**src/rtl/ysyx_23060221_axi_arbiter_pkg.sv**
```systemverilog
// Shared definitions for the two-requester AXI4 arbiter: state encoding,
// AXI response codes and default bus widths.
package ysyx_23060221_axi_arbiter_pkg;

  localparam int ADDR_W_DEF = 32;
  localparam int DATA_W_DEF = 64;
  localparam int ID_W_DEF   = 4;

  typedef enum logic [1:0] {
    ST_IDLE = 2'd0,
    ST_RD0  = 2'd1,
    ST_RD1  = 2'd2,
    ST_WR1  = 2'd3
  } arb_state_e;

  localparam logic [1:0] RESP_OKAY   = 2'b00;
  localparam logic [1:0] RESP_EXOKAY = 2'b01;
  localparam logic [1:0] RESP_SLVERR = 2'b10;
  localparam logic [1:0] RESP_DECERR = 2'b11;

  function automatic logic is_rd_state(input arb_state_e st);
    return (st == ST_RD0) || (st == ST_RD1);
  endfunction

endpackage

```
**src/rtl/ysyx_23060221_axi_arbiter_if.sv**
```systemverilog
// Single-beat AXI4 channel bundle. 'master' is the initiator view, 'slave' the
// target view, 'slave_rd' the target view of a read-only initiator (IFU).
interface ysyx_23060221_axi_arbiter_if #(
  parameter int ADDR_W = ysyx_23060221_axi_arbiter_pkg::ADDR_W_DEF,
  parameter int DATA_W = ysyx_23060221_axi_arbiter_pkg::DATA_W_DEF,
  parameter int ID_W   = ysyx_23060221_axi_arbiter_pkg::ID_W_DEF
);

  logic                arvalid;
  logic                arready;
  logic [ADDR_W-1:0]   araddr;
  logic [ID_W-1:0]     arid;
  logic [7:0]          arlen;
  logic [2:0]          arsize;
  logic [1:0]          arburst;

  logic                rvalid;
  logic                rready;
  logic [DATA_W-1:0]   rdata;
  logic [1:0]          rresp;
  logic                rlast;
  logic [ID_W-1:0]     rid;

  logic                awvalid;
  logic                awready;
  logic [ADDR_W-1:0]   awaddr;
  logic [ID_W-1:0]     awid;
  logic [7:0]          awlen;
  logic [2:0]          awsize;
  logic [1:0]          awburst;

  logic                wvalid;
  logic                wready;
  logic [DATA_W-1:0]   wdata;
  logic [DATA_W/8-1:0] wstrb;
  logic                wlast;

  logic                bvalid;
  logic                bready;
  logic [1:0]          bresp;
  logic [ID_W-1:0]     bid;

  modport master (
    output arvalid, araddr, arid, arlen, arsize, arburst,
    input  arready,
    input  rvalid, rdata, rresp, rlast, rid,
    output rready,
    output awvalid, awaddr, awid, awlen, awsize, awburst,
    input  awready,
    output wvalid, wdata, wstrb, wlast,
    input  wready,
    input  bvalid, bresp, bid,
    output bready
  );

  modport slave (
    input  arvalid, araddr, arid, arlen, arsize, arburst,
    output arready,
    output rvalid, rdata, rresp, rlast, rid,
    input  rready,
    input  awvalid, awaddr, awid, awlen, awsize, awburst,
    output awready,
    input  wvalid, wdata, wstrb, wlast,
    output wready,
    output bvalid, bresp, bid,
    input  bready
  );

  modport slave_rd (
    input  arvalid, araddr, arid, arlen, arsize, arburst,
    output arready,
    output rvalid, rdata, rresp, rlast, rid,
    input  rready
  );

endinterface

```
**src/rtl/ysyx_23060221_rr_pick2.sv**
```systemverilog
// Two-way read pick with round-robin tie break. last_rd_q = 1 means M0 wins
// the next contest, 0 means M1 wins; it records the master granted last.
module ysyx_23060221_rr_pick2
  import ysyx_23060221_axi_arbiter_pkg::*;
(
  input  logic clk,
  input  logic rst,
  input  logic req0,
  input  logic req1,
  input  logic grant_en,
  output logic pick1
);

  logic last_rd_q;
  logic last_rd_d;

  // pick M1 when it is the only requester or when it owns the tie
  always_comb begin
    pick1 = req1 & (~req0 | ~last_rd_q);
  end

  // remember the winner only when a read grant is actually taken
  always_comb begin
    if (grant_en) begin
      last_rd_d = pick1;
    end else begin
      last_rd_d = last_rd_q;
    end
  end

  // tie-break register, M0 favoured out of reset
  always_ff @(posedge clk or negedge rst) begin
    if (!rst) begin
      last_rd_q <= 1'b1;
    end else begin
      last_rd_q <= last_rd_d;
    end
  end

endmodule

```
**src/rtl/ysyx_23060221_axi_arbiter.sv**
```systemverilog
// Shares one single-beat AXI4 master port between the IFU (M0, reads only) and
// the EXU LSU (M1, reads and writes); responses follow the latched grant.
module ysyx_23060221_axi_arbiter
  import ysyx_23060221_axi_arbiter_pkg::*;
#(
  parameter int ADDR_W = ADDR_W_DEF,
  parameter int DATA_W = DATA_W_DEF,
  parameter int ID_W   = ID_W_DEF
) (
  input  logic                            clk,
  input  logic                            rst,
  ysyx_23060221_axi_arbiter_if.slave_rd   m0,
  ysyx_23060221_axi_arbiter_if.slave      m1,
  ysyx_23060221_axi_arbiter_if.master     s
);

  arb_state_e state_q, state_d;
  logic       ar_done_q, ar_done_d;
  logic       aw_done_q, aw_done_d;
  logic       w_done_q, w_done_d;

  logic rd_pick1_s;
  logic grant_en_s;
  logic rd_active_s;
  logic rd_sel1_s;
  logic wr_active_s;
  logic ar_req_s;
  logic ar_fire_s;
  logic r_last_fire_s;
  logic aw_req_s;
  logic aw_fire_s;
  logic w_req_s;
  logic w_fire_s;
  logic b_fire_s;

  // a pending write always pre-empts reads, so no read grant in that case
  assign grant_en_s = (state_q == ST_IDLE) & ~m1.awvalid & (m0.arvalid | m1.arvalid);

  ysyx_23060221_rr_pick2 u_rr_pick2 (
    .clk      (clk),
    .rst      (rst),
    .req0     (m0.arvalid),
    .req1     (m1.arvalid),
    .grant_en (grant_en_s),
    .pick1    (rd_pick1_s)
  );

  assign rd_active_s   = is_rd_state(state_q);
  assign rd_sel1_s     = (state_q == ST_RD1);
  assign wr_active_s   = (state_q == ST_WR1);
  assign ar_req_s      = rd_active_s & ~ar_done_q & (rd_sel1_s ? m1.arvalid : m0.arvalid);
  assign ar_fire_s     = ar_req_s & s.arready;
  assign r_last_fire_s = rd_active_s & s.rvalid & s.rlast & (rd_sel1_s ? m1.rready : m0.rready);
  assign aw_req_s      = wr_active_s & m1.awvalid & ~aw_done_q;
  assign aw_fire_s     = aw_req_s & s.awready;
  assign w_req_s       = wr_active_s & m1.wvalid & ~w_done_q;
  assign w_fire_s      = w_req_s & s.wready;
  assign b_fire_s      = wr_active_s & s.bvalid & m1.bready;

  // state and handshake-flag registers
  always_ff @(posedge clk or negedge rst) begin
    if (!rst) begin
      state_q   <= ST_IDLE;
      ar_done_q <= 1'b0;
      aw_done_q <= 1'b0;
      w_done_q  <= 1'b0;
    end else begin
      state_q   <= state_d;
      ar_done_q <= ar_done_d;
      aw_done_q <= aw_done_d;
      w_done_q  <= w_done_d;
    end
  end

  // next-state: arbitration in IDLE, completion detection otherwise
  always_comb begin
    state_d   = state_q;
    ar_done_d = ar_done_q;
    aw_done_d = aw_done_q;
    w_done_d  = w_done_q;
    case (state_q)
      ST_IDLE: begin
        ar_done_d = 1'b0;
        aw_done_d = 1'b0;
        w_done_d  = 1'b0;
        if (m1.awvalid) begin
          state_d = ST_WR1;
        end else if (rd_pick1_s) begin
          state_d = ST_RD1;
        end else if (m0.arvalid) begin
          state_d = ST_RD0;
        end else begin
          state_d = ST_IDLE;
        end
      end
      ST_RD0, ST_RD1: begin
        if (r_last_fire_s) begin
          state_d   = ST_IDLE;
          ar_done_d = 1'b0;
        end else begin
          ar_done_d = ar_done_q | ar_fire_s;
        end
      end
      ST_WR1: begin
        if (b_fire_s) begin
          state_d   = ST_IDLE;
          aw_done_d = 1'b0;
          w_done_d  = 1'b0;
        end else begin
          aw_done_d = aw_done_q | aw_fire_s;
          w_done_d  = w_done_q | w_fire_s;
        end
      end
      default: begin
        state_d = ST_IDLE;
      end
    endcase
  end

  // channel muxing: only the granted master sees anything but zeros
  always_comb begin
    m0.arready = 1'b0;
    m0.rvalid  = 1'b0;
    m0.rdata   = {DATA_W{1'b0}};
    m0.rresp   = 2'b00;
    m0.rlast   = 1'b0;
    m0.rid     = {ID_W{1'b0}};

    m1.arready = 1'b0;
    m1.rvalid  = 1'b0;
    m1.rdata   = {DATA_W{1'b0}};
    m1.rresp   = 2'b00;
    m1.rlast   = 1'b0;
    m1.rid     = {ID_W{1'b0}};
    m1.awready = 1'b0;
    m1.wready  = 1'b0;
    m1.bvalid  = 1'b0;
    m1.bresp   = 2'b00;
    m1.bid     = {ID_W{1'b0}};

    s.arvalid  = 1'b0;
    s.araddr   = {ADDR_W{1'b0}};
    s.arid     = {ID_W{1'b0}};
    s.arlen    = 8'd0;
    s.arsize   = 3'd0;
    s.arburst  = 2'b00;
    s.rready   = 1'b0;
    s.awvalid  = 1'b0;
    s.awaddr   = {ADDR_W{1'b0}};
    s.awid     = {ID_W{1'b0}};
    s.awlen    = 8'd0;
    s.awsize   = 3'd0;
    s.awburst  = 2'b00;
    s.wvalid   = 1'b0;
    s.wdata    = {DATA_W{1'b0}};
    s.wstrb    = {(DATA_W/8){1'b0}};
    s.wlast    = 1'b0;
    s.bready   = 1'b0;

    case (state_q)
      ST_IDLE: begin
        s.arvalid = 1'b0;
      end
      ST_RD0: begin
        s.arvalid  = ar_req_s;
        s.araddr   = m0.araddr;
        s.arid     = m0.arid;
        s.arlen    = m0.arlen;
        s.arsize   = m0.arsize;
        s.arburst  = m0.arburst;
        m0.arready = s.arready & ~ar_done_q;
        s.rready   = m0.rready;
        m0.rvalid  = s.rvalid;
        m0.rdata   = s.rdata;
        m0.rresp   = s.rresp;
        m0.rlast   = s.rlast;
        m0.rid     = s.rid;
      end
      ST_RD1: begin
        s.arvalid  = ar_req_s;
        s.araddr   = m1.araddr;
        s.arid     = m1.arid;
        s.arlen    = m1.arlen;
        s.arsize   = m1.arsize;
        s.arburst  = m1.arburst;
        m1.arready = s.arready & ~ar_done_q;
        s.rready   = m1.rready;
        m1.rvalid  = s.rvalid;
        m1.rdata   = s.rdata;
        m1.rresp   = s.rresp;
        m1.rlast   = s.rlast;
        m1.rid     = s.rid;
      end
      ST_WR1: begin
        s.awvalid  = aw_req_s;
        s.awaddr   = m1.awaddr;
        s.awid     = m1.awid;
        s.awlen    = m1.awlen;
        s.awsize   = m1.awsize;
        s.awburst  = m1.awburst;
        m1.awready = s.awready & ~aw_done_q;
        s.wvalid   = w_req_s;
        s.wdata    = m1.wdata;
        s.wstrb    = m1.wstrb;
        s.wlast    = m1.wlast;
        m1.wready  = s.wready & ~w_done_q;
        s.bready   = m1.bready;
        m1.bvalid  = s.bvalid;
        m1.bresp   = s.bresp;
        m1.bid     = s.bid;
      end
      default: begin
        s.arvalid = 1'b0;
      end
    endcase
  end

endmodule
```
**src/flat_wrapper.sv**
```systemverilog
// flat-port wrapper written by rule: the top's interface ports become plain ports
module ysyx_23060221_axi_arbiter_flat import ysyx_23060221_axi_arbiter_pkg::*;
#(
  parameter int ADDR_W = ADDR_W_DEF,
  parameter int DATA_W = DATA_W_DEF,
  parameter int ID_W   = ID_W_DEF
)
  (clk, rst, m0_arvalid, m0_araddr, m0_arid, m0_arlen, m0_arsize, m0_arburst, m0_arready, m0_rvalid, m0_rdata, m0_rresp, m0_rlast, m0_rid, m0_rready, m1_arvalid, m1_araddr, m1_arid, m1_arlen, m1_arsize, m1_arburst, m1_arready, m1_rvalid, m1_rdata, m1_rresp, m1_rlast, m1_rid, m1_rready, m1_awvalid, m1_awaddr, m1_awid, m1_awlen, m1_awsize, m1_awburst, m1_awready, m1_wvalid, m1_wdata, m1_wstrb, m1_wlast, m1_wready, m1_bvalid, m1_bresp, m1_bid, m1_bready, s_arvalid, s_araddr, s_arid, s_arlen, s_arsize, s_arburst, s_arready, s_rvalid, s_rdata, s_rresp, s_rlast, s_rid, s_rready, s_awvalid, s_awaddr, s_awid, s_awlen, s_awsize, s_awburst, s_awready, s_wvalid, s_wdata, s_wstrb, s_wlast, s_wready, s_bvalid, s_bresp, s_bid, s_bready);
  ysyx_23060221_axi_arbiter_if #(.ADDR_W(ADDR_W), .DATA_W(DATA_W), .ID_W(ID_W)) m0_i ();
  ysyx_23060221_axi_arbiter_if #(.ADDR_W(ADDR_W), .DATA_W(DATA_W), .ID_W(ID_W)) m1_i ();
  ysyx_23060221_axi_arbiter_if #(.ADDR_W(ADDR_W), .DATA_W(DATA_W), .ID_W(ID_W)) s_i ();
  input  logic clk;
  input  logic rst;
  input wire logic [$bits(m0_i.arvalid)-1:0] m0_arvalid;
  input wire logic [$bits(m0_i.araddr)-1:0] m0_araddr;
  input wire logic [$bits(m0_i.arid)-1:0] m0_arid;
  input wire logic [$bits(m0_i.arlen)-1:0] m0_arlen;
  input wire logic [$bits(m0_i.arsize)-1:0] m0_arsize;
  input wire logic [$bits(m0_i.arburst)-1:0] m0_arburst;
  output wire logic [$bits(m0_i.arready)-1:0] m0_arready;
  output wire logic [$bits(m0_i.rvalid)-1:0] m0_rvalid;
  output wire logic [$bits(m0_i.rdata)-1:0] m0_rdata;
  output wire logic [$bits(m0_i.rresp)-1:0] m0_rresp;
  output wire logic [$bits(m0_i.rlast)-1:0] m0_rlast;
  output wire logic [$bits(m0_i.rid)-1:0] m0_rid;
  input wire logic [$bits(m0_i.rready)-1:0] m0_rready;
  input wire logic [$bits(m1_i.arvalid)-1:0] m1_arvalid;
  input wire logic [$bits(m1_i.araddr)-1:0] m1_araddr;
  input wire logic [$bits(m1_i.arid)-1:0] m1_arid;
  input wire logic [$bits(m1_i.arlen)-1:0] m1_arlen;
  input wire logic [$bits(m1_i.arsize)-1:0] m1_arsize;
  input wire logic [$bits(m1_i.arburst)-1:0] m1_arburst;
  output wire logic [$bits(m1_i.arready)-1:0] m1_arready;
  output wire logic [$bits(m1_i.rvalid)-1:0] m1_rvalid;
  output wire logic [$bits(m1_i.rdata)-1:0] m1_rdata;
  output wire logic [$bits(m1_i.rresp)-1:0] m1_rresp;
  output wire logic [$bits(m1_i.rlast)-1:0] m1_rlast;
  output wire logic [$bits(m1_i.rid)-1:0] m1_rid;
  input wire logic [$bits(m1_i.rready)-1:0] m1_rready;
  input wire logic [$bits(m1_i.awvalid)-1:0] m1_awvalid;
  input wire logic [$bits(m1_i.awaddr)-1:0] m1_awaddr;
  input wire logic [$bits(m1_i.awid)-1:0] m1_awid;
  input wire logic [$bits(m1_i.awlen)-1:0] m1_awlen;
  input wire logic [$bits(m1_i.awsize)-1:0] m1_awsize;
  input wire logic [$bits(m1_i.awburst)-1:0] m1_awburst;
  output wire logic [$bits(m1_i.awready)-1:0] m1_awready;
  input wire logic [$bits(m1_i.wvalid)-1:0] m1_wvalid;
  input wire logic [$bits(m1_i.wdata)-1:0] m1_wdata;
  input wire logic [$bits(m1_i.wstrb)-1:0] m1_wstrb;
  input wire logic [$bits(m1_i.wlast)-1:0] m1_wlast;
  output wire logic [$bits(m1_i.wready)-1:0] m1_wready;
  output wire logic [$bits(m1_i.bvalid)-1:0] m1_bvalid;
  output wire logic [$bits(m1_i.bresp)-1:0] m1_bresp;
  output wire logic [$bits(m1_i.bid)-1:0] m1_bid;
  input wire logic [$bits(m1_i.bready)-1:0] m1_bready;
  output wire logic [$bits(s_i.arvalid)-1:0] s_arvalid;
  output wire logic [$bits(s_i.araddr)-1:0] s_araddr;
  output wire logic [$bits(s_i.arid)-1:0] s_arid;
  output wire logic [$bits(s_i.arlen)-1:0] s_arlen;
  output wire logic [$bits(s_i.arsize)-1:0] s_arsize;
  output wire logic [$bits(s_i.arburst)-1:0] s_arburst;
  input wire logic [$bits(s_i.arready)-1:0] s_arready;
  input wire logic [$bits(s_i.rvalid)-1:0] s_rvalid;
  input wire logic [$bits(s_i.rdata)-1:0] s_rdata;
  input wire logic [$bits(s_i.rresp)-1:0] s_rresp;
  input wire logic [$bits(s_i.rlast)-1:0] s_rlast;
  input wire logic [$bits(s_i.rid)-1:0] s_rid;
  output wire logic [$bits(s_i.rready)-1:0] s_rready;
  output wire logic [$bits(s_i.awvalid)-1:0] s_awvalid;
  output wire logic [$bits(s_i.awaddr)-1:0] s_awaddr;
  output wire logic [$bits(s_i.awid)-1:0] s_awid;
  output wire logic [$bits(s_i.awlen)-1:0] s_awlen;
  output wire logic [$bits(s_i.awsize)-1:0] s_awsize;
  output wire logic [$bits(s_i.awburst)-1:0] s_awburst;
  input wire logic [$bits(s_i.awready)-1:0] s_awready;
  output wire logic [$bits(s_i.wvalid)-1:0] s_wvalid;
  output wire logic [$bits(s_i.wdata)-1:0] s_wdata;
  output wire logic [$bits(s_i.wstrb)-1:0] s_wstrb;
  output wire logic [$bits(s_i.wlast)-1:0] s_wlast;
  input wire logic [$bits(s_i.wready)-1:0] s_wready;
  input wire logic [$bits(s_i.bvalid)-1:0] s_bvalid;
  input wire logic [$bits(s_i.bresp)-1:0] s_bresp;
  input wire logic [$bits(s_i.bid)-1:0] s_bid;
  output wire logic [$bits(s_i.bready)-1:0] s_bready;
  assign m0_i.arvalid = m0_arvalid;
  assign m0_i.araddr = m0_araddr;
  assign m0_i.arid = m0_arid;
  assign m0_i.arlen = m0_arlen;
  assign m0_i.arsize = m0_arsize;
  assign m0_i.arburst = m0_arburst;
  assign m0_arready = m0_i.arready;
  assign m0_rvalid = m0_i.rvalid;
  assign m0_rdata = m0_i.rdata;
  assign m0_rresp = m0_i.rresp;
  assign m0_rlast = m0_i.rlast;
  assign m0_rid = m0_i.rid;
  assign m0_i.rready = m0_rready;
  assign m1_i.arvalid = m1_arvalid;
  assign m1_i.araddr = m1_araddr;
  assign m1_i.arid = m1_arid;
  assign m1_i.arlen = m1_arlen;
  assign m1_i.arsize = m1_arsize;
  assign m1_i.arburst = m1_arburst;
  assign m1_arready = m1_i.arready;
  assign m1_rvalid = m1_i.rvalid;
  assign m1_rdata = m1_i.rdata;
  assign m1_rresp = m1_i.rresp;
  assign m1_rlast = m1_i.rlast;
  assign m1_rid = m1_i.rid;
  assign m1_i.rready = m1_rready;
  assign m1_i.awvalid = m1_awvalid;
  assign m1_i.awaddr = m1_awaddr;
  assign m1_i.awid = m1_awid;
  assign m1_i.awlen = m1_awlen;
  assign m1_i.awsize = m1_awsize;
  assign m1_i.awburst = m1_awburst;
  assign m1_awready = m1_i.awready;
  assign m1_i.wvalid = m1_wvalid;
  assign m1_i.wdata = m1_wdata;
  assign m1_i.wstrb = m1_wstrb;
  assign m1_i.wlast = m1_wlast;
  assign m1_wready = m1_i.wready;
  assign m1_bvalid = m1_i.bvalid;
  assign m1_bresp = m1_i.bresp;
  assign m1_bid = m1_i.bid;
  assign m1_i.bready = m1_bready;
  assign s_arvalid = s_i.arvalid;
  assign s_araddr = s_i.araddr;
  assign s_arid = s_i.arid;
  assign s_arlen = s_i.arlen;
  assign s_arsize = s_i.arsize;
  assign s_arburst = s_i.arburst;
  assign s_i.arready = s_arready;
  assign s_i.rvalid = s_rvalid;
  assign s_i.rdata = s_rdata;
  assign s_i.rresp = s_rresp;
  assign s_i.rlast = s_rlast;
  assign s_i.rid = s_rid;
  assign s_rready = s_i.rready;
  assign s_awvalid = s_i.awvalid;
  assign s_awaddr = s_i.awaddr;
  assign s_awid = s_i.awid;
  assign s_awlen = s_i.awlen;
  assign s_awsize = s_i.awsize;
  assign s_awburst = s_i.awburst;
  assign s_i.awready = s_awready;
  assign s_wvalid = s_i.wvalid;
  assign s_wdata = s_i.wdata;
  assign s_wstrb = s_i.wstrb;
  assign s_wlast = s_i.wlast;
  assign s_i.wready = s_wready;
  assign s_i.bvalid = s_bvalid;
  assign s_i.bresp = s_bresp;
  assign s_i.bid = s_bid;
  assign s_bready = s_i.bready;
  ysyx_23060221_axi_arbiter #(.ADDR_W(ADDR_W), .DATA_W(DATA_W), .ID_W(ID_W)) u_core (.clk(clk), .rst(rst), .m0(m0_i), .m1(m1_i), .s(s_i));
endmodule
```
**config.mk**
```make
export PLATFORM = sky130hd
export DESIGN_NAME = ysyx_23060221_axi_arbiter_flat
export DESIGN_NICKNAME = d
export VERILOG_FILES = /design/src/rtl/ysyx_23060221_axi_arbiter_pkg.sv /design/src/rtl/ysyx_23060221_axi_arbiter_if.sv /design/src/rtl/ysyx_23060221_rr_pick2.sv /design/src/rtl/ysyx_23060221_axi_arbiter.sv /design/src/flat_wrapper.sv
export SDC_FILE = /design/constraint.sdc
export NUM_CORES = 1
export LEC_CHECK = 0
export BUFFER_PORTS_ARGS = -buffer_cell sky130_fd_sc_hd__buf_2
export CAP_MARGIN = 5
export CORE_AREA = 2 2 246 248
export DETAILED_ROUTE_END_ITERATION = 7
export DIE_AREA = 0 0 248 250
export PLACE_DENSITY = 0.34
export SYNTH_ARGS = -nofsm -noshare
export SYNTH_HDL_FRONTEND = slang
export SYNTH_SLANG_ARGS = --single-unit
```
**constraint.sdc**
```tcl
create_clock -name clk -period 2 [get_ports clk]
set_input_delay 0.2 -clock clk [delete_from_list [all_inputs] [get_ports clk]]
set_output_delay 0.2 -clock clk [all_outputs]
set_load 0.05 [all_outputs]
```
# Yosys cells after proc, flatten, opt, wreduce, memory -nomap -nowiden
# Cells that the tools add are included.
[totals]
register_bits = 6
latchBits = 0
ram_bits = 0
romBits = 0
inputBits = 311
output_inout_bits = 331
wordCells = 96
memories = 0
[classes]
addsub = 0
n_mul = 0
div_mod_pow = 0
order_cmp = 0
eq_ne = 5
shifts = 0
n_mux = 49
bitwise_logic = 31
n_reduce_logical = 6
[ops]
columns = ["op", "n"]
rows = [
  ["$mux 64", 3],
  ["$pmux 32 s2", 1],
  ["$mux 32", 1],
  ["$and 1x1->1", 20],
  ["$mux 1", 20],
  ["$mux 2", 8],
  ["$mux 4", 4],
  ["$mux 8", 2],
  ["$pmux 8 s2", 1],
  ["$pmux 1 s2", 4],
  ["$pmux 4 s2", 1],
  ["$not 1->1", 6],
  ["$pmux 2 s3", 1],
  ["$pmux 3 s2", 1],
  ["$or 1x1->1", 5],
  ["$eq 2x2->1 const B", 2],
  ["$pmux 2 s2", 1],
  ["$reduce_bool 2->1", 2],
  ["$mux 3", 1],
  ["$eq 2x1->1 const B", 1],
  ["$logic_not 2->1", 1],
  ["$ne 2x1->1 const B", 1],
  ["$ne 2x2->1 const B", 1],
  ["$reduce_and 2->1", 1],
  ["2 further kinds", 2],
]

# Depth between registers and ports, before layout
# Gate-level depths: netlist (run 1).
[depth]
word_depth = 8
depth_mapped = 7
mapped_depth_nobuf = 6

# Hierarchy
# From an unflattened synthesis (run 1), not the netlist that was laid out.
[unflattened]
cells_unflattened = 469
hier_area_um2 = 2929.1
[by_module_without_submodules]
columns = ["mod", "instances", "cells_each", "area_each_um2", "seq_area_each_um2"]
rows = [
  ["ysyx_23060221_axi_arbiter", 1, 466, 2876.5, 125.1],
  ["ysyx_23060221_rr_pick2", 1, 3, 52.6, 26.3],
]

# Worst setup path after synthesis (run 1)
# OpenSTA, ideal clock, no wires.
[synth_timing]
path_type = "reg2out"
start = "reg u_core.state_q[0]"
end = "out m1_wready"
t_arrival_ns = 1.847
required_time_ns = 1.800
slack_ns = -0.047
stages_incl_launch_ff = 4
path_buffers = 0
cell_sequence = "dfrtp_1 ha_1 inv_2 nor3b_1"
[synth_via]
elab_chain_len = 2
[synth_lines]
columns = ["item", "line_no", "text"]
rows = [
  ["start, declared", "ysyx_23060221_axi_arbiter.sv:17", "arb_state_e state_q, state_d;"],
  ["start signal, assigned", "ysyx_23060221_axi_arbiter.sv:68", "state_q <= state_d;"],
  ["$eq 2x2->1", "ysyx_23060221_axi_arbiter.sv:160", "case (state_q)"],
  ["$mux 1", "ysyx_23060221_axi_arbiter.sv:160", ""],
  ["end, declared", "flat_wrapper.sv:51", "output wire logic [$bits(m1_i.wready)-1:0] m1_wready;"],
]
# No other way between the ends.

# Final worst setup path (run 1)
[layout_timing]
start = "reg u_core.state_q[0]"
end = "out s_araddr[1]"
[layout_via]
elab_chain_len = 2
elab_cells_between_ends = 3
cone_classes = "eq/ne (2); mux (1)"
[layout_lines]
columns = ["item", "line_no", "text"]
rows = [
  ["$eq 2x2->1 or $eq 2x1->1 (tied branches)", "ysyx_23060221_axi_arbiter.sv:160", ""],
  ["$pmux 32 s2 (*)", "ysyx_23060221_axi_arbiter.sv:160", ""],
  ["end, declared", "flat_wrapper.sv:57", "output wire logic [$bits(s_i.araddr)-1:0] s_araddr;"],
]
# Mark *: on every way between the ends. The rest lies on a longest branch, timed or not.

==> results of run 1 <==
logic make-up after synthesis:
family | Yosys count | share of synthesized area [%]
AOI/OAI and AO/OA | 64 | 15.9
and+or+nand+nor | 336 | 68.1
buffers and inverters | 52 | 7.36
muxes | 4 | 1.37
adders and majority gates | 5 | 2.14
DFF | 6 | 5.18
area by class of cell:
cell class | instances | area share [%]
diodes | 6 | 0.177
flip-flops and latches | 6 | 1.79
inverters | 5 | 0.251
multi-input cells | 409 | 33.2
clock buffers | 4 | 0.930
repair buffers | 681 | 52.1
well taps | 782 | 11.5
final timing paths:
path / endpoint / from / cells after the start / slack [ns]
max reg2reg: u_core.state_q[0] / u_core.state_q[0] / 8 / 0.23
min reg2reg: u_core.u_rr_pick2.last_rd_q / u_core.u_rr_pick2.last_rd_q / 2 / 0.53
min in group asynchronous: u_core.state_q[0] / rst / 2 / 0.42
max in group asynchronous: u_core.u_rr_pick2.last_rd_q / rst / 2 / 1.34
max: s_araddr[1] / u_core.state_q[0] / 7 / 0.05
min: u_core.u_rr_pick2.last_rd_q / m0_arvalid / 2 / 0.18
what timing repair did:
item | in CTS | in global routing
setup endpoints to repair | 113 | 195
hold endpoints to repair | 5 | 0
cloned | 3 | 5
setup buffers | 4 | 5
pin swaps | 2 | 3
hold buffers | 1 | 0
resized for setup | 95 | 85
synth_stat cells, drive strengths merged:
master | instances | area, µm²
nor2 | 53 | 199
a21o | 1 | 7.51
nand2 | 1 | 3.75
buf | 10 | 57.6
nor2b | 1 | 6.26
and2 | 274 | 1710
ha | 5 | 62.6
nor3 | 1 | 10.0
a22oi | 50 | 375
dfstp | 1 | 26.3
a31oi | 4 | 25.0
and3b | 2 | 17.5
dfrtp | 5 | 125
inv | 5 | 18.8
clkbuf | 37 | 139
a21oi | 3 | 18.8
mux2i | 4 | 40.0
o21ai | 3 | 15.0
nor3b | 4 | 40.0
a21boi | 3 | 22.5
worst max-delay path, stage by stage (launching register included):
cell      delay [ns]
dfrtp_1         0.38
buf_4           0.16
ha_4            0.18
buf_12          0.15
buf_12          0.15
a22oi_1         0.25
nor2_2          0.04
clkbuf_4        0.21
registers in the layout (all words and copies together) (netlist names):
| name | cells |
|---|---|
| u_core.state_q | 2 |
| u_core.ar_done_q | 1 |
| u_core.aw_done_q | 1 |
| u_core.u_rr_pick2.last_rd_q | 1 |
| u_core.w_done_q | 1 |
metrics by stage:
step | setup slack (ns) | instance area (µm²) | instances | power (mW)
2_1_floorplan | -0.0473 | 3020 | 467 | 8.25
4_1_cts | -0.0814 | 8050 | 1879 | 12.7
5_1_grt | -0.0377 | 8460 | 1888 | 14.0
6_report | 0.0468 | 8470 | 1893 | 13.4
3_5_place_dp | -0.0439 | 7560 | 1867 | 11.5
3_3_place_gp | -0.0819 | 7560 | 1867 | 11.6
power groups by stage:
stage          Clock, mW  Combinational, mW  Sequential, mW
2_1_floorplan          0               8.05           0.205
6_report           0.350               12.8           0.214
3_3_place_gp           0               11.3           0.210
4_1_cts            0.357               12.2           0.213
3_5_place_dp           0               11.3           0.212
5_1_grt            0.368               13.4           0.223
layer usage:
layer	share of wire, %	vias to the layer above	global-route usage (%)
li1	-	2779	-
met1	40	2606	10.4
met2	50	312	15.8
met3	7.9	30	2.36
met4	1.9	8	1.51
met5	0.16	-	0
==> run summary, run 1 <==
CTS sink cnt -> 6
Initial Utilization -> 4.91%
Synth unique cells -> 25
Int Power -> 4.40 mW
Fillers -> 6,859
GRT Util Overall -> 8.80%
Die Y -> 250 µm
Vias -> 5,735
Mapped Area -> 0.00292 mm²
Hold Slack -> 0.184 ns
Row cnt -> 90
Net Switching -> 8.95 mW
Io pins -> 642
Total global routing overflow -> 0
Root buf cell -> clkbuf_16
Fin crit share -> 97.7%
Crit-path max FO -> 14
Clk pwr share -> 2.6%
Clock Skew -> 0.00350 ns
WP data arrival -> 1.75 ns
Clock transition at path regs -> 0.04 ns
Routed Antenna Nets -> 0
Hold Path Class -> input pin to register
Number of global-route vias before repair -> 5,513
CTS tree -> done
Largest net degree at the start of global routing -> 81
Endpoints failing hold -> 0
Sw Share -> 67.1%
Slew HR -> 77.4%
Register area share after synthesis -> 5.18%
Status -> completed
Most frequent cells in the layout -> buf_2, and2_1, buf_4, nor2_2, buf_6
Max Root-Sink Buffers -> 2
Critical Path End Type -> output pin
Combinational Power Share -> 95.8%
Total negative slack -> 0 ns
Layout area overhead -> 190%
Initial antenna violation count -> 10
CP required -> 1.80 ns
#FFs+latches synth -> 6
Setup Viol. Count Final -> 0
YS warnings -> 0
Layout cells sized above 1 -> 68.8%
Clk_lat worst skew -> 0.23 ns
DRT Pass-1 Iters -> 4
Pwr per Cell Area -> 1580 mW/mm²
Final net count -> 1,422
Cells after Synth -> 467
Lkg Pwr -> 4.57 nW
Number of max-cap violations -> 0
Slew Limit Fails -> 0
Worst VDD drop -> 0.935 mV
Multi-input logic area -> 0.00281 mm²
Worst slew pin tran -> 0.338 ns
Sequential Power Share -> 1.6%
Die ar. -> 0.0620 mm²
Initial DRC Count -> 256
Commonest non-fill, non-tap cell in the layout -> buf_2
F_max -> 512 MHz
Final GP Congestion -> 0.899
Buffers on Ports -> 641
Syn nets -> 783
CP Launch Type -> register
First-pass GRT wire length -> 39.0 mm
Critical path class -> register to output pin
Core ar. -> 0.0596 mm²
Drt wl/cell -> 16.2 µm
DP HPWL -> 25.4 mm
DR DRC count -> 0
Layout Utilization -> 14.2%
Tmin final -> 1.95 ns
Vias per cell -> 3.03
RSZ-0062 raised after global routing -> yes
Die Span X -> 248 µm
Mean Syn Cell Area -> 6.26 µm²
Number of buffers created by CTS -> 3
Final WL -> 30.8 mm
Register area -> 151 µm²
H-tree Lvls -> 1
No activity file was read; power rests on OpenSTA's default activity.
==> run 2: changes to the inputs <==
==> constraint.sdc (replaced) <==
create_clock -name clk -period 2 [get_ports clk]
set_input_delay 0.2 -clock clk [delete_from_list [all_inputs] [get_ports clk]]
set_output_delay 0.2 -clock clk [all_outputs]
set_load 0.02 [all_outputs]
==> run 2 against run 1 <==
  * Clock skew is essentially flat
  * Hold slack lost 0.010 ns
  * Core utilization shrank 1.6 points
  * Final cell count shrank 0.42%
  * Non-clock buffer count shrank 6
  * Routed wire length shrank 11%
  * Sequential cell count is the same
  * Design area shrank 12%
  * Sequential share of layout area grew 0.23 points
  * Via count grew 0.63%
  * Critical path type unchanged
  * Critical endpoint is now s_araddr[21]
  * Largest cell class unchanged
  * Largest power group unchanged
==> run summary, run 2 (synthesis results as in run 1) <==
Status -> completed
Met3 WL -> 2.72 mm
Hold Path Class -> input pin to register
Delay-heaviest family, CP -> buffers and inverters
Clock Skew -> 0.00399 ns
Worst path cell trace -> inv_1 -> ha_2 -> inv_4 -> clkbuf_16 -> nor2_1 -> buf_2
Slowest stage delay, CP -> 0.38 ns
WP data arrival -> 1.71 ns
Crit-path max FO -> 21
Lkg Pwr -> 4.43 nW
CTS tree -> done
Max reg flops -> 2
Routed Antenna Nets -> 0
Layout area overhead -> 156%
Layout cells sized above 1 -> 62.7%
Worst slew pin tran -> 0.313 ns
CP required -> 1.80 ns
Worst VDD drop -> 0.552 mV
Endpoints failing hold -> 0
Initial DRC Count -> 188
CP Launch Type -> register
Metal2 WL -> 14.1 mm
Root buf cell -> clkbuf_16
Largest net degree at the start of global routing -> 52
Hold path depth -> 2
Clock transition at path regs -> 0.03 ns
Reg with most FFs -> u_core.state_q
Layout Utilization -> 12.6%
Slew Limit Fails -> 0
Die Y -> 250 µm
Critical path class -> register to output pin
Final GP Congestion -> 0.771
DRT Pass-1 Iters -> 4
Max Root-Sink Buffers -> 2
Vias per cell -> 3.06
Io pins -> 642
Placed cell areas -> 0.00716 mm²
Clk_lat worst skew -> 0.23 ns
Initial antenna violation count -> 22
DR DRC count -> 0
CP Depth -> 6
Wl on met1 -> 9.92 mm
GRT Util Overall -> 7.66%
First-pass GRT wire length -> 34.5 mm
R2R depth -> 7
Fin crit share -> 95.5%
F_max -> 524 MHz
Die ar. -> 0.0620 mm²
Buf+Inv Stages, Crit Path -> 4
Total negative slack -> 0 ns
Pwr per Cell Area -> 1100 mW/mm²
Top Metal Used -> met5
Row cnt -> 90
CP max stage cell -> dfrtp_1
Setup Viol. Count Final -> 0
Final net count -> 1,416
Die Span X -> 248 µm
Initial Utilization -> 4.91%
Pwr Total -> 8.22 mW
RSZ-0062 raised after global routing -> yes
DP HPWL -> 23.9 mm
Vias -> 5,771
Critical Path End Type -> output pin
Tmin final -> 1.91 ns
Slew HR -> 79.1%
H-tree Lvls -> 1
CTS sink cnt -> 6
Buffers on Ports -> 641
Final WL -> 27.3 mm
Most frequent cells in the layout -> buf_2, and2_1, nor2_1, a22oi_1, buf_4
Core ar. -> 0.0596 mm²
Commonest non-fill, non-tap cell in the layout -> buf_2
Number of max-cap violations -> 0
Total global routing overflow -> 0
Number of global-route vias before repair -> 5,431
Drt wl/cell -> 14.5 µm
Fillers -> 6,956
Fin area -> 0.00749 mm²
Number of buffers created by CTS -> 3
## run 2: cell type report
type / instances / area, µm² / share of cell area [%]
multi-input combinational: 409 / 2600 / 34.7
sequential: 6 / 151 / 2.02
inverter: 5 / 21.3 / 0.284
antenna: 4 / 10.0 / 0.134
timing repair buffer: 675 / 3650 / 48.7
clock buffer: 4 / 78.8 / 1.05
tap: 782 / 978 / 13.1
## run 2: path summary, 6_finish.rpt
check,start,end,slack (ns)
worst min-delay path,m0_arvalid,u_core.u_rr_pick2.last_rd_q,0.17
worst max register to register,u_core.state_q[0],u_core.state_q[1],0.26
min in group asynchronous,rst,u_core.w_done_q,0.42
worst min register to register,u_core.u_rr_pick2.last_rd_q,u_core.u_rr_pick2.last_rd_q,0.54
max in group asynchronous,rst,u_core.u_rr_pick2.last_rd_q,1.35
worst max-delay path,u_core.state_q[1],s_araddr[21],0.09
## run 2: metal layers
| layer | track usage, % | up-vias |
|---|---|---|
| met4 | 1.44 | 4 |
| met1 | 8.23 | 2557 |
| li1 | - | 2758 |
| met3 | 2.32 | 46 |
| met5 | 0 | - |
| met2 | 14.6 | 406 |
## run 2: repair_timing
action / 4_1_cts / 5_1_grt
hold endpoints to repair: 5 / 0
hold buffers: 1 / 0
endpoints found under the setup margin: 15 / 125
gates resized for setup: 2 / 5
gates cloned: 0 / 3
setup buffers: 0 / 12
pin swaps: 0 / 4
## run 2: power breakdown
group | switching (mW) | internal (mW) | leakage [nW] | total (mW)
registers | 0.0418 | 0.174 | 0.0772 | 0.216
logic | 4.71 | 2.96 | 4.32 | 7.67
clock network | 0.0675 | 0.264 | 0.0382 | 0.332
total | 4.82 | 3.39 | 4.43 | 8.22
## run 2: per-stage QoR
stage	std cells	hold WS [ns]	setup slack [ns]
detailed placement	1862	0.0437	0.112
global placement	1862	0.0397	0.140
CTS	1867	0.179	0.0107
floorplan	467	-0.0956	0.344
global route	1884	0.200	-0.0341
finish	1885	0.174	0.0898
==> run 3: changes to the inputs <==
--- a/config.mk
+++ b/config.mk
@@ -5,12 +5,13 @@
 export SDC_FILE = /design/constraint.sdc
 export NUM_CORES = 1
 export LEC_CHECK = 0
+export ABC_AREA = 1
 export BUFFER_PORTS_ARGS = -buffer_cell sky130_fd_sc_hd__buf_2
 export CAP_MARGIN = 5
-export CORE_AREA = 2 2 246 248
+export CORE_AREA = 2 2 247 249
 export DETAILED_ROUTE_END_ITERATION = 7
-export DIE_AREA = 0 0 248 250
-export PLACE_DENSITY = 0.34
+export DIE_AREA = 0 0 249 251
+export PLACE_DENSITY = 0.35
 export SYNTH_ARGS = -nofsm -noshare
 export SYNTH_HDL_FRONTEND = slang
 export SYNTH_SLANG_ARGS = --single-unit
==> run 3 against run 2 <==
  * Hold slack improved by 0.097 ns
  * Sequential share of layout area shrank 0.13 points
  * Critical path depth unchanged
  * Die area up 0.80%
  * Synthesized area is 19% higher
  * Via count increased by 15%
  * Global-route usage is 0.36 points lower
  * Critical path type unchanged
==> run summary, run 3 <==
Final GP Congestion -> 0.783
Worst VDD drop -> 0.482 mV
Vias -> 6,619
Fillers -> 7,130
Number of global-route vias before repair -> 6,070
Number of max-cap violations -> 0
Clk pwr share -> 4.2%
Clock transition at path regs -> 0.04 ns
Synth top cells by count -> nand2_1, inv_1, a21oi_1, buf_2, buf_4
Buffers on Ports -> 641
Final net count -> 1,780
Slowest stage delay, CP -> 0.35 ns
Final WS setup -> 0.0792 ns
Routed Antenna Nets -> 0
Critical Path End Type -> output pin
Layout area overhead -> 130%
Post-synth EDFFs -> 0
Core ar. -> 0.0598 mm²
Initial DRC Count -> 377
Max Root-Sink Buffers -> 2
Setup Viol. Count Final -> 0
Tmin final -> 1.92 ns
Hold Path Class -> input pin to register
YS warnings -> 0
Yosys top cell by area -> nand2_1
Top cells by area, synth -> nand2_1, inv_1, a21oi_1
DRT Pass-1 Iters -> 4
Mean Syn Cell Area -> 4.23 µm²
Post-place setup slack -> 0.127 ns
Buf+Inv Stages, Crit Path -> 3
CP required -> 1.80 ns
Hold Slack -> 0.271 ns
Fin crit share -> 96.0%
Most frequent cells in the layout -> buf_2, nand2_1, inv_1, a21oi_1, buf_4
Syn nets -> 1,138
Max reg flops -> 2
Io pins -> 642
Initial antenna violation count -> 3
Die Span X -> 249 µm
CTS sink cnt -> 6
Reg with most FFs -> u_core.state_q
Layout cells sized above 1 -> 48.1%
Layout Cells excl Fill -> 2,245
Placed cell areas -> 0.00778 mm²
Row cnt -> 90
Int Power -> 3.06 mW
H-tree Lvls -> 1
Sw Share -> 62.3%
Crit-path max FO -> 14
Drt wl/cell -> 11.5 µm
RSZ-0062 raised after global routing -> yes
Die ar. -> 0.0625 mm²
Root buf cell -> clkbuf_16
GRT Util Overall -> 7.31%
WP data arrival -> 1.72 ns
Final WL -> 25.9 mm
Commonest non-fill, non-tap cell in the layout -> buf_2
Post-synth ARST share -> 100%
Die Y -> 251 µm
Most common flop cell mapped by yosys -> dfrtp_1
CP Launch Type -> register
Clock Skew -> 0.00401 ns
DR DRC count -> 0
Total negative slack -> 0 ns
Slew Limit Fails -> 0
Total global routing overflow -> 0
Synth unique cells -> 18
Pwr per Cell Area -> 1020 mW/mm²
Status -> completed
Worst slew pin tran -> 0.311 ns
Initial Utilization -> 5.82%
Vias per cell -> 2.95
Area share of the largest cell type after synthesis -> 43.3%
Net Switching -> 5.07 mW
Critical path class -> register to output pin
Dpl cells -> 2,235
First-pass GRT wire length -> 35.4 mm
Lkg Pwr -> 6.64 nW
Endpoints failing hold -> 0
#FFs+latches synth -> 6
Fin area -> 0.00800 mm²
Ant. Diodes -> 0
Largest net degree at the start of global routing -> 51
CP max stage cell -> dfrtp_1
Clk_lat worst skew -> 0.23 ns
Slew HR -> 79.3%
Delay-heaviest family, CP -> buffers and inverters
Sequential Power Share -> 2.4%
Worst path cell trace -> buf_4 -> ha_4 -> buf_12 -> nand2_1 -> a21oi_1 -> buf_2
Mapped Area -> 0.00348 mm²
Number of buffers created by CTS -> 3
F_max -> 521 MHz
Most numerous cell in the Yosys netlist -> nand2_1
Cells after Synth -> 822
Register area share after synthesis -> 4.35%
Combinational Power Share -> 93.4%
DP HPWL -> 22.4 mm
CTS tree -> done
==> run 3: changes by cell type after synthesis, sizes merged, moves of 46 or more <==
| cell | change |
|---|---|
| a21oi | +53 |
| a22oi | -50 |
| and2 | -274 |
| inv | +285 |
| nand2 | +402 |
| nor2 | -46 |
==> run 3: final cells by class <==
| class | count | area [µm²] | area share [%] |
|---|---|---|---|
| Clock buffer | 4 | 78.8 | 0.985 |
| Inverter | 290 | 1090 | 13.7 |
| Multi-Input combinational cell | 478 | 1980 | 24.7 |
| Sequential cell | 6 | 151 | 1.89 |
| Tap cell | 782 | 978 | 12.2 |
| Timing Repair Buffer | 685 | 3720 | 46.5 |
==> run 3: layer usage <==
metal | vias up | routed length [µm] | global-route usage (%)
met5 | - | 21 | 0
met4 | 4 | 573 | 2.03
li1 | 3482 | - | -
met3 | 24 | 2060 | 1.35
met1 | 2748 | 9800 | 7.95
met2 | 361 | 13400 | 14.3
==> run 3: logic make-up (layout without fill, tap and decap cells) <==
family,after synthesis,after routing,share of synthesized area (%)
AO/OA/AOI/OAI,58,58,8.56
adder cells (fa/ha/maj),5,5,1.80
buffers and inverters,338,979,40.1
flip-flops,6,6,4.35
AND/OR/NAND/NOR,415,415,45.2
==> run 3: power groups by stage <==
stage / Clock [mW] / Combinational [mW] / Sequential (mW)
after floorplan: 0 / 4.36 / 0.196
after global placement: 0 / 7.52 / 0.191
after detailed placement: 0 / 7.40 / 0.195
after CTS: 0.348 / 7.47 / 0.195
after global routing: 0.358 / 8.31 / 0.204
final: 0.339 / 7.59 / 0.197
==> run 3: final timing paths <==
kind / startpoint / end / slack, ns / cells after the start
hold reg to reg: u_core.u_rr_pick2.last_rd_q / u_core.u_rr_pick2.last_rd_q / 0.50 / 2
setup reg to reg: u_core.state_q[1] / u_core.state_q[1] / 0.42 / 9
setup / recovery: u_core.state_q[0] / s_araddr[21] / 0.08 / 6
min in group asynchronous: rst / u_core.state_q[0] / 0.35 / 2
hold / removal: m1_awvalid / u_core.u_rr_pick2.last_rd_q / 0.27 / 4
max in group asynchronous: rst / u_core.u_rr_pick2.last_rd_q / 1.41 / 2
==> run 3: stage by stage <==
step	total power [mW]	util [%]
after global placement	7.71	13.0
final	8.13	13.4
after floorplan	4.55	-
after CTS	8.01	13.2
after global routing	8.87	13.4
after detailed placement	7.60	13.0
==> run 3: repair_timing <==
action,4_1_cts,5_1_grt
gates resized for setup,5,10
cloned,0,3
endpoints found under the setup margin,58,57
endpoints found under the hold margin,5,0
pin swaps,1,1
buffers inserted,0,2
hold buffers,1,0
==> run 3: worst min-delay path, stage by stage <==
cell and delay [ns]:
buf_2 0.11, nor2_1 0.06, nor2_1 0.08, a21oi_1 0.04
